$ cat src/rtl/pipeline_collector.sv
// ---------------------------------------------------------------------------
// pipeline_collector
//
// Gathers a stream of WIDTH-bit words into frames of up to SIZE words and
// presents each completed frame as one wide word with a valid/ready handshake.
// A frame ends when SIZE words have been accepted or when a word arrives with
// in_last set. While a frame is held, a new word is accepted only in the same
// cycle the held frame is taken downstream.
//
// Ports
//   clk        : single clock, all state changes on its rising edge
//   rst        : synchronous, active-high reset
//   datain     : input word (WIDTH bits)
//   in_valid   : datain holds a word
//   in_last    : the word on datain closes the current frame
//   in_ready   : the block accepts a word this cycle (combinational)
//   dataout    : assembled frame, slot k at [k*WIDTH +: WIDTH], slot 0 first
//   out_len    : number of valid slots in dataout (1..SIZE)
//   out_valid  : dataout/out_len hold a complete frame
//   out_ready  : downstream takes the frame this cycle
// ---------------------------------------------------------------------------
module pipeline_collector #(
    parameter int WIDTH = 16,
    parameter int SIZE  = 8
) (
    input  logic                  clk,
    input  logic                  rst,
    input  logic [WIDTH-1:0]      datain,
    input  logic                  in_valid,
    input  logic                  in_last,
    output logic                  in_ready,
    output logic [WIDTH*SIZE-1:0] dataout,
    output logic [7:0]            out_len,
    output logic                  out_valid,
    input  logic                  out_ready
);

    localparam int IDX_W = (SIZE > 1) ? $clog2(SIZE) : 1;

    typedef enum logic {
        FILL = 1'b0,
        FULL = 1'b1
    } state_t;

    state_t                  state_q, state_d;
    logic [IDX_W-1:0]        idx_q, idx_d;
    logic [WIDTH*SIZE-1:0]   asm_q, asm_d;
    logic [WIDTH*SIZE-1:0]   dataout_q, dataout_d;
    logic [7:0]              out_len_q, out_len_d;
    logic                    out_valid_q, out_valid_d;

    logic [IDX_W-1:0]        wr_idx_s;
    logic [WIDTH*SIZE-1:0]   frame_s;
    logic                    in_xfer_s;
    logic                    out_xfer_s;
    logic                    closes_s;

    // Ready to take a word: always while collecting, only alongside a release while holding
    always_comb begin
        if (rst) begin
            in_ready = 1'b0;
        end else if (state_q == FULL) begin
            in_ready = out_ready;
        end else begin
            in_ready = 1'b1;
        end
    end

    // Handshake qualifiers; rst takes priority in the state register
    always_comb begin
        in_xfer_s  = in_valid & in_ready;
        out_xfer_s = out_valid_q & out_ready;
    end

    // Build the frame including this cycle's word; in FULL the new word starts a fresh frame at slot 0
    always_comb begin
        wr_idx_s = (state_q == FULL) ? {IDX_W{1'b0}} : idx_q;
        frame_s  = {(WIDTH*SIZE){1'b0}};
        for (int k = 0; k < SIZE; k++) begin
            if (wr_idx_s == IDX_W'(k)) begin
                frame_s[k*WIDTH +: WIDTH] = datain;
            end else if (state_q == FULL) begin
                frame_s[k*WIDTH +: WIDTH] = {WIDTH{1'b0}};
            end else begin
                frame_s[k*WIDTH +: WIDTH] = asm_q[k*WIDTH +: WIDTH];
            end
        end
        closes_s = (wr_idx_s == IDX_W'(SIZE - 1)) | in_last;
    end

    // Next-state logic for the collector FSM and its datapath registers
    always_comb begin
        state_d     = state_q;
        idx_d       = idx_q;
        asm_d       = asm_q;
        dataout_d   = dataout_q;
        out_len_d   = out_len_q;
        out_valid_d = out_valid_q;
        if (in_xfer_s) begin
            if (closes_s) begin
                // Publish the frame and clear the assembly register for the next one
                dataout_d   = frame_s;
                out_len_d   = 8'(wr_idx_s) + 8'd1;
                out_valid_d = 1'b1;
                idx_d       = {IDX_W{1'b0}};
                asm_d       = {(WIDTH*SIZE){1'b0}};
                state_d     = FULL;
            end else begin
                // In FULL this path also releases the held frame
                asm_d       = frame_s;
                idx_d       = wr_idx_s + IDX_W'(1);
                out_valid_d = 1'b0;
                state_d     = FILL;
            end
        end else if (out_xfer_s) begin
            out_valid_d = 1'b0;
            state_d     = FILL;
        end else begin
            state_d = state_q;
        end
    end

    // State register with synchronous reset
    always_ff @(posedge clk) begin
        if (rst) begin
            state_q     <= FILL;
            idx_q       <= {IDX_W{1'b0}};
            asm_q       <= {(WIDTH*SIZE){1'b0}};
            dataout_q   <= {(WIDTH*SIZE){1'b0}};
            out_len_q   <= 8'd0;
            out_valid_q <= 1'b0;
        end else begin
            state_q     <= state_d;
            idx_q       <= idx_d;
            asm_q       <= asm_d;
            dataout_q   <= dataout_d;
            out_len_q   <= out_len_d;
            out_valid_q <= out_valid_d;
        end
    end

    // Frame outputs come straight from registers
    always_comb begin
        dataout   = dataout_q;
        out_len   = out_len_q;
        out_valid = out_valid_q;
    end

endmodule

$ cat config.mk
export PLATFORM = sky130hd
export DESIGN_NAME = pipeline_collector
export DESIGN_NICKNAME = d
export VERILOG_FILES = /design/src/rtl/pipeline_collector.sv
export SDC_FILE = /design/constraint.sdc
export NUM_CORES = 1
export LEC_CHECK = 0
export CAP_MARGIN = 20
export CORE_AREA = 5 5 154 156
export DETAILED_ROUTE_END_ITERATION = 7
export DIE_AREA = 0 0 159 161
export HOLD_SLACK_MARGIN = 0.06
export PLACE_DENSITY = 0.79
export SLEW_MARGIN = 20
export SYNTH_ARGS = -nofsm -noshare
export SYNTH_HDL_FRONTEND = slang
export SYNTH_SLANG_ARGS = --single-unit
$ cat constraint.sdc
create_clock -name clk -period 2.1 [get_ports clk]
set_input_delay 0.21 -clock clk [delete_from_list [all_inputs] [get_ports clk]]
set_output_delay 0.21 -clock clk [all_outputs]
set_load 0.05 [all_outputs]
---- Word level (Yosys, flattened, before mapping) ----
Index checks and enable logic that the tools add are counted.
operators by class
  muxes and demuxes ....................... 24
  eq/ne operators ......................... 7
  add/subtract/negate cells ............... 2
  reduce and logical (&&, ||, !) cells .... 3
  bitwise gates (word level) .............. 3
operators with widths
  cell                   number
  $mux W16               16
  $mux W128              1
  $eq A3 B3 Y1 const B   4
  $eq A3 B2 Y1 const B   2
  $mux W3                2
  $mux W1                5
  $add A3 B1 Y4 const B  1
  $add A3 B1 Y3 const B  1
  $eq A3 B1 Y1 const B   1
  $logic_not A3 Y1       1
  $and A1 B1 Y1          2
  $reduce_and A2 Y1      1
  $reduce_bool A2 Y1     1
  $or A1 B1 Y1           1
word-level totals
  bits in registers ....................... 268
  logic and storage cells ................. 44

---- Longest topological paths before layout ----
  depth in word-level cells ............... 5
  mapped depth ............................ 10

---- Worst setup path after synthesis ----
No wires, ideal clock.
  kind .................................... register to register
  start point ............................. register, netlist name out_valid
  end point ............................... register asm_q[55]
  arrival ................................. 2.282 ns
  library setup time ...................... 0.071 ns
  path slack .............................. -0.253 ns
  stages on the path, launching flop included .. 11
  path through ............................ dfxtp_1 > buf_4 > clkbuf_1 > clkbuf_1 > nand2b_1 > ha_1 > clkbuf_1 > nand2_1 > o21ai_0 > nand3_1 > a21oi_1
RTL lines
  item                  RTL line  source
  end signal, assigned  128       asm_q <= {(WIDTH*SIZE){1'b0}};
  end signal, assigned  135       asm_q <= asm_d;
  end, declared         47        logic [WIDTH*SIZE-1:0] asm_q, asm_d;

==> flow_metrics.env <==
export IMPL_cp_slowest_stage_delay_ns=0.38
export IMPL_antenna_cells=0
export IMPL_min_path_type="in -> reg"
export IMPL_wire_per_inst_um=18.3
export IMPL_rows=55
export IMPL_cts_root_buf="clkbuf_16"
export IMPL_core_um2=22200
export IMPL_skew_ns=0.0138
export IMPL_cpMostUsedCell="buf_4"
export IMPL_drtIter0Drc=804
export IMPL_finalHoldViolations=0
export IMPL_dieArea_um2=25600
export IMPL_pwr_share_clk=0.478
export IMPL_vdd_ir_drop_max_v=0.000724
export IMPL_netSwitchingPower_mw=2.69
export IMPL_routabilityCongestion=0.825
export IMPL_pwr_share_comb=0.075
export IMPL_grt_pass1_wl_um=51000
export IMPL_status="finished, final reports clean"
export IMPL_dp_hpwl_um=20500
export IMPL_syn_inst=1318
export IMPL_switching_share=0.238
export IMPL_synth_edff_count=0
export IMPL_grt_pass1_vias=9596
export IMPL_netlist_area_leader_share=0.442
export IMPL_path_clk_slew_ns=0.06
export IMPL_cp_slowest_cell="dfxtp_2"
export IMPL_synth_area_um2=11900
export IMPL_nNetsFinal=1461
export IMPL_grt_ovfl_total=0
export IMPL_finalNonFillerCells=1747
export IMPL_vias_per_cell=5.61
export IMPL_hold_buffers=0
export IMPL_period_share=0.947
export IMPL_post_route_min_period_ns=1.99
export IMPL_drc=0
export IMPL_synthTopCellsByCount="dfxtp_1 (264), nand2_1 (249), a21oi_1 (135)"
export IMPL_worst_ep_required_time_ns=1.89
export IMPL_drive_above_1_share=0.196
export IMPL_drv_slew=0
export IMPL_portBuffers=154
export IMPL_ys_async_sr_fraction=0
export IMPL_ys_ff_latch=264
export IMPL_initial_utilization=0.538
export IMPL_nFillCells=1738
export IMPL_antenna_found_initial=0
export IMPL_grt_usage=0.239
export IMPL_dp_cells=1693
export IMPL_worstPathArrival_ns=1.78
export IMPL_dr_pass1_iters=5
export IMPL_start_kind="flop"
export IMPL_numCtsBuffers=29
export IMPL_crit_path_end_kind="output pin"
export IMPL_vias=9800
export IMPL_ys_top_cells_by_area="dfxtp_1 (44%), mux2i_1 (8.7%), a22oi_2 (8.4%)"
export IMPL_power_density_nw_per_um2=764
export IMPL_yosysTopAreaCell="dfxtp_1"
export IMPL_sequentialPowerShare=0.448
export IMPL_synthFlopType="dfxtp_1"
export IMPL_relSlewSlack=0.416
export IMPL_area_growth_syn_to_layout_pct=24.1
export IMPL_synth_most_common_cell="dfxtp_1"
export IMPL_seqCellArea_um2=5290
export IMPL_avgSynthCellArea_um2=9.07
export IMPL_synth_seq_area_share=0.442
export IMPL_cts_max_level=1
export IMPL_cts_tree="yes"
export IMPL_cts_sinks=264
export IMPL_ant_nets=0
export IMPL_maxCapViolCount=0
export IMPL_cp_max_fo=12
export IMPL_max_freq_mhz=503
export IMPL_cts_buffer_depth=3
export IMPL_p_int_mw=8.64
export IMPL_finalSetupViolCount=0
export IMPL_wl_um=31900
export IMPL_p_leak_nw=5.33
export IMPL_num_io_pins=159
export IMPL_die_x_um=159
export IMPL_crit_chain="buf_4 -> nor2b_1 -> buf_4 -> nor2_1 -> buf_4"
export IMPL_path_class="reg -> out"
export IMPL_setup_tns_ns=0
export IMPL_insertion_delay_ns=0.54
export IMPL_worst_pin_slew_ns=0.876
export IMPL_yosys_warnings=0
export IMPL_multiInputGateArea_um2=6000
export IMPL_grt_max_degree=129
export IMPL_die_h_um=161
export IMPL_synth_cell_type_count=35
export IMPL_rsz0062_at_grt="false"
## cells by family (layout without fill, tap and decap cells)
kind of cell	count (synthesis)	count (layout)	synth area share
AND/OR/NAND/NOR	548	548	0.233
other	1	4	0.000314
buffers and inverters	123	264	0.0592
adder cells (fa/ha/maj)	1	1	0.00105
flip-flops	264	264	0.442
multiplexers	112	112	0.0963
AO/OA/AOI/OAI	268	268	0.167
XOR/XNOR	1	1	0.000733
## critical path, delay by kind of cell, from the launching register on
kind / cells / cell delay, ns
DFF: 1 / 0.38
and+or+nand+nor: 2 / 0.27
buffers and inverters: 3 / 0.57
## power groups by stage
stage | clock network, mW | registers [mW] | logic, mW
6_report | 5.41 | 5.07 | 0.847
4_1_cts | 5.46 | 5.07 | 0.842
3_5_place_dp | 0 | 5.18 | 0.841
2_1_floorplan | 0 | 5.25 | 0.461
3_3_place_gp | 0 | 5.18 | 0.838
5_1_grt | 5.69 | 5.08 | 0.891
## what timing repair did
action / 4_1_cts / 5_1_grt
setup buffers: 0 / 0
gates resized for setup: 0 / 2
endpoints found under the hold margin: 0 / 0
setup endpoints to repair: 0 / 17
## stage by stage
stage | setup slack (ns) | cell area (µm²) | hold slack, ns | power [mW] | util
CTS | 0.104 | 14800 | 0.221 | 11.4 | 0.667
finish | 0.110 | 14800 | 0.215 | 11.3 | 0.667
floorplan | 0.0787 | 12000 | 0.418 | 5.71 | -
global placement | 0.0630 | 13800 | 0.441 | 6.02 | 0.621
global route | 0.00526 | 14800 | 0.265 | 11.7 | 0.667
detailed placement | 0.0106 | 13800 | 0.444 | 6.03 | 0.621
## state kept, by name, summed over array words and instances (netlist names)
name	flops
idx_q	3
out_valid	1
out_len	4
asm_q	128
dataout	128
## per-layer routing
metal | part of all wire | vias up | global-route usage | routed length (µm)
met1 | 0.42 | 4699 | 0.314 | 13300
met4 | 0.037 | 0 | 0.0880 | 1180
met3 | 0.072 | 80 | 0.0498 | 2290
li1 | - | 4679 | - | -
met5 | 0 | - | 0 | 0
met2 | 0.47 | 342 | 0.391 | 15100
## worst paths after layout
kind / startpoint / to / cells after the start / slack, ns
setup / recovery: out_valid / in_ready / 5 / 0.11
hold / removal: rst / dataout[120] / 3 / 0.22
setup reg to reg: idx_q[1] / dataout[0] / 5 / 0.19
hold reg to reg: dataout[80] / dataout[80] / 2 / 0.45
## cell type report
cell class,instances,area share
Tap cell,285,0.0240
Multi-Input combinational cell,934,0.404
Clock buffer,38,0.0546
Sequential cell,264,0.357
Inverter,1,0.000253
Clock inverter,16,0.0149
Timing Repair Buffer,209,0.145
## placed cells by master, fill, tap and decap left out, types with 8 or more instances in the layout
master	Yosys	final
dfxtp_1	264	262
clkbuf_16	0	29
clkdlybuf4s50_1	0	151
mux2i_2	8	8
a22oi_2	80	80
o21ai_0	33	33
nor2_1	22	22
buf_4	9	41
nand3_1	17	17
mux2i_1	104	104
nor2_2	81	81
nand3b_1	19	19
a21oi_1	135	135
a211oi_1	18	18
or3_1	17	17
buf_12	0	16
nand2b_1	115	115
and2_1	17	17
nand2_1	249	248
No activity file was read; power rests on OpenSTA's default activity.
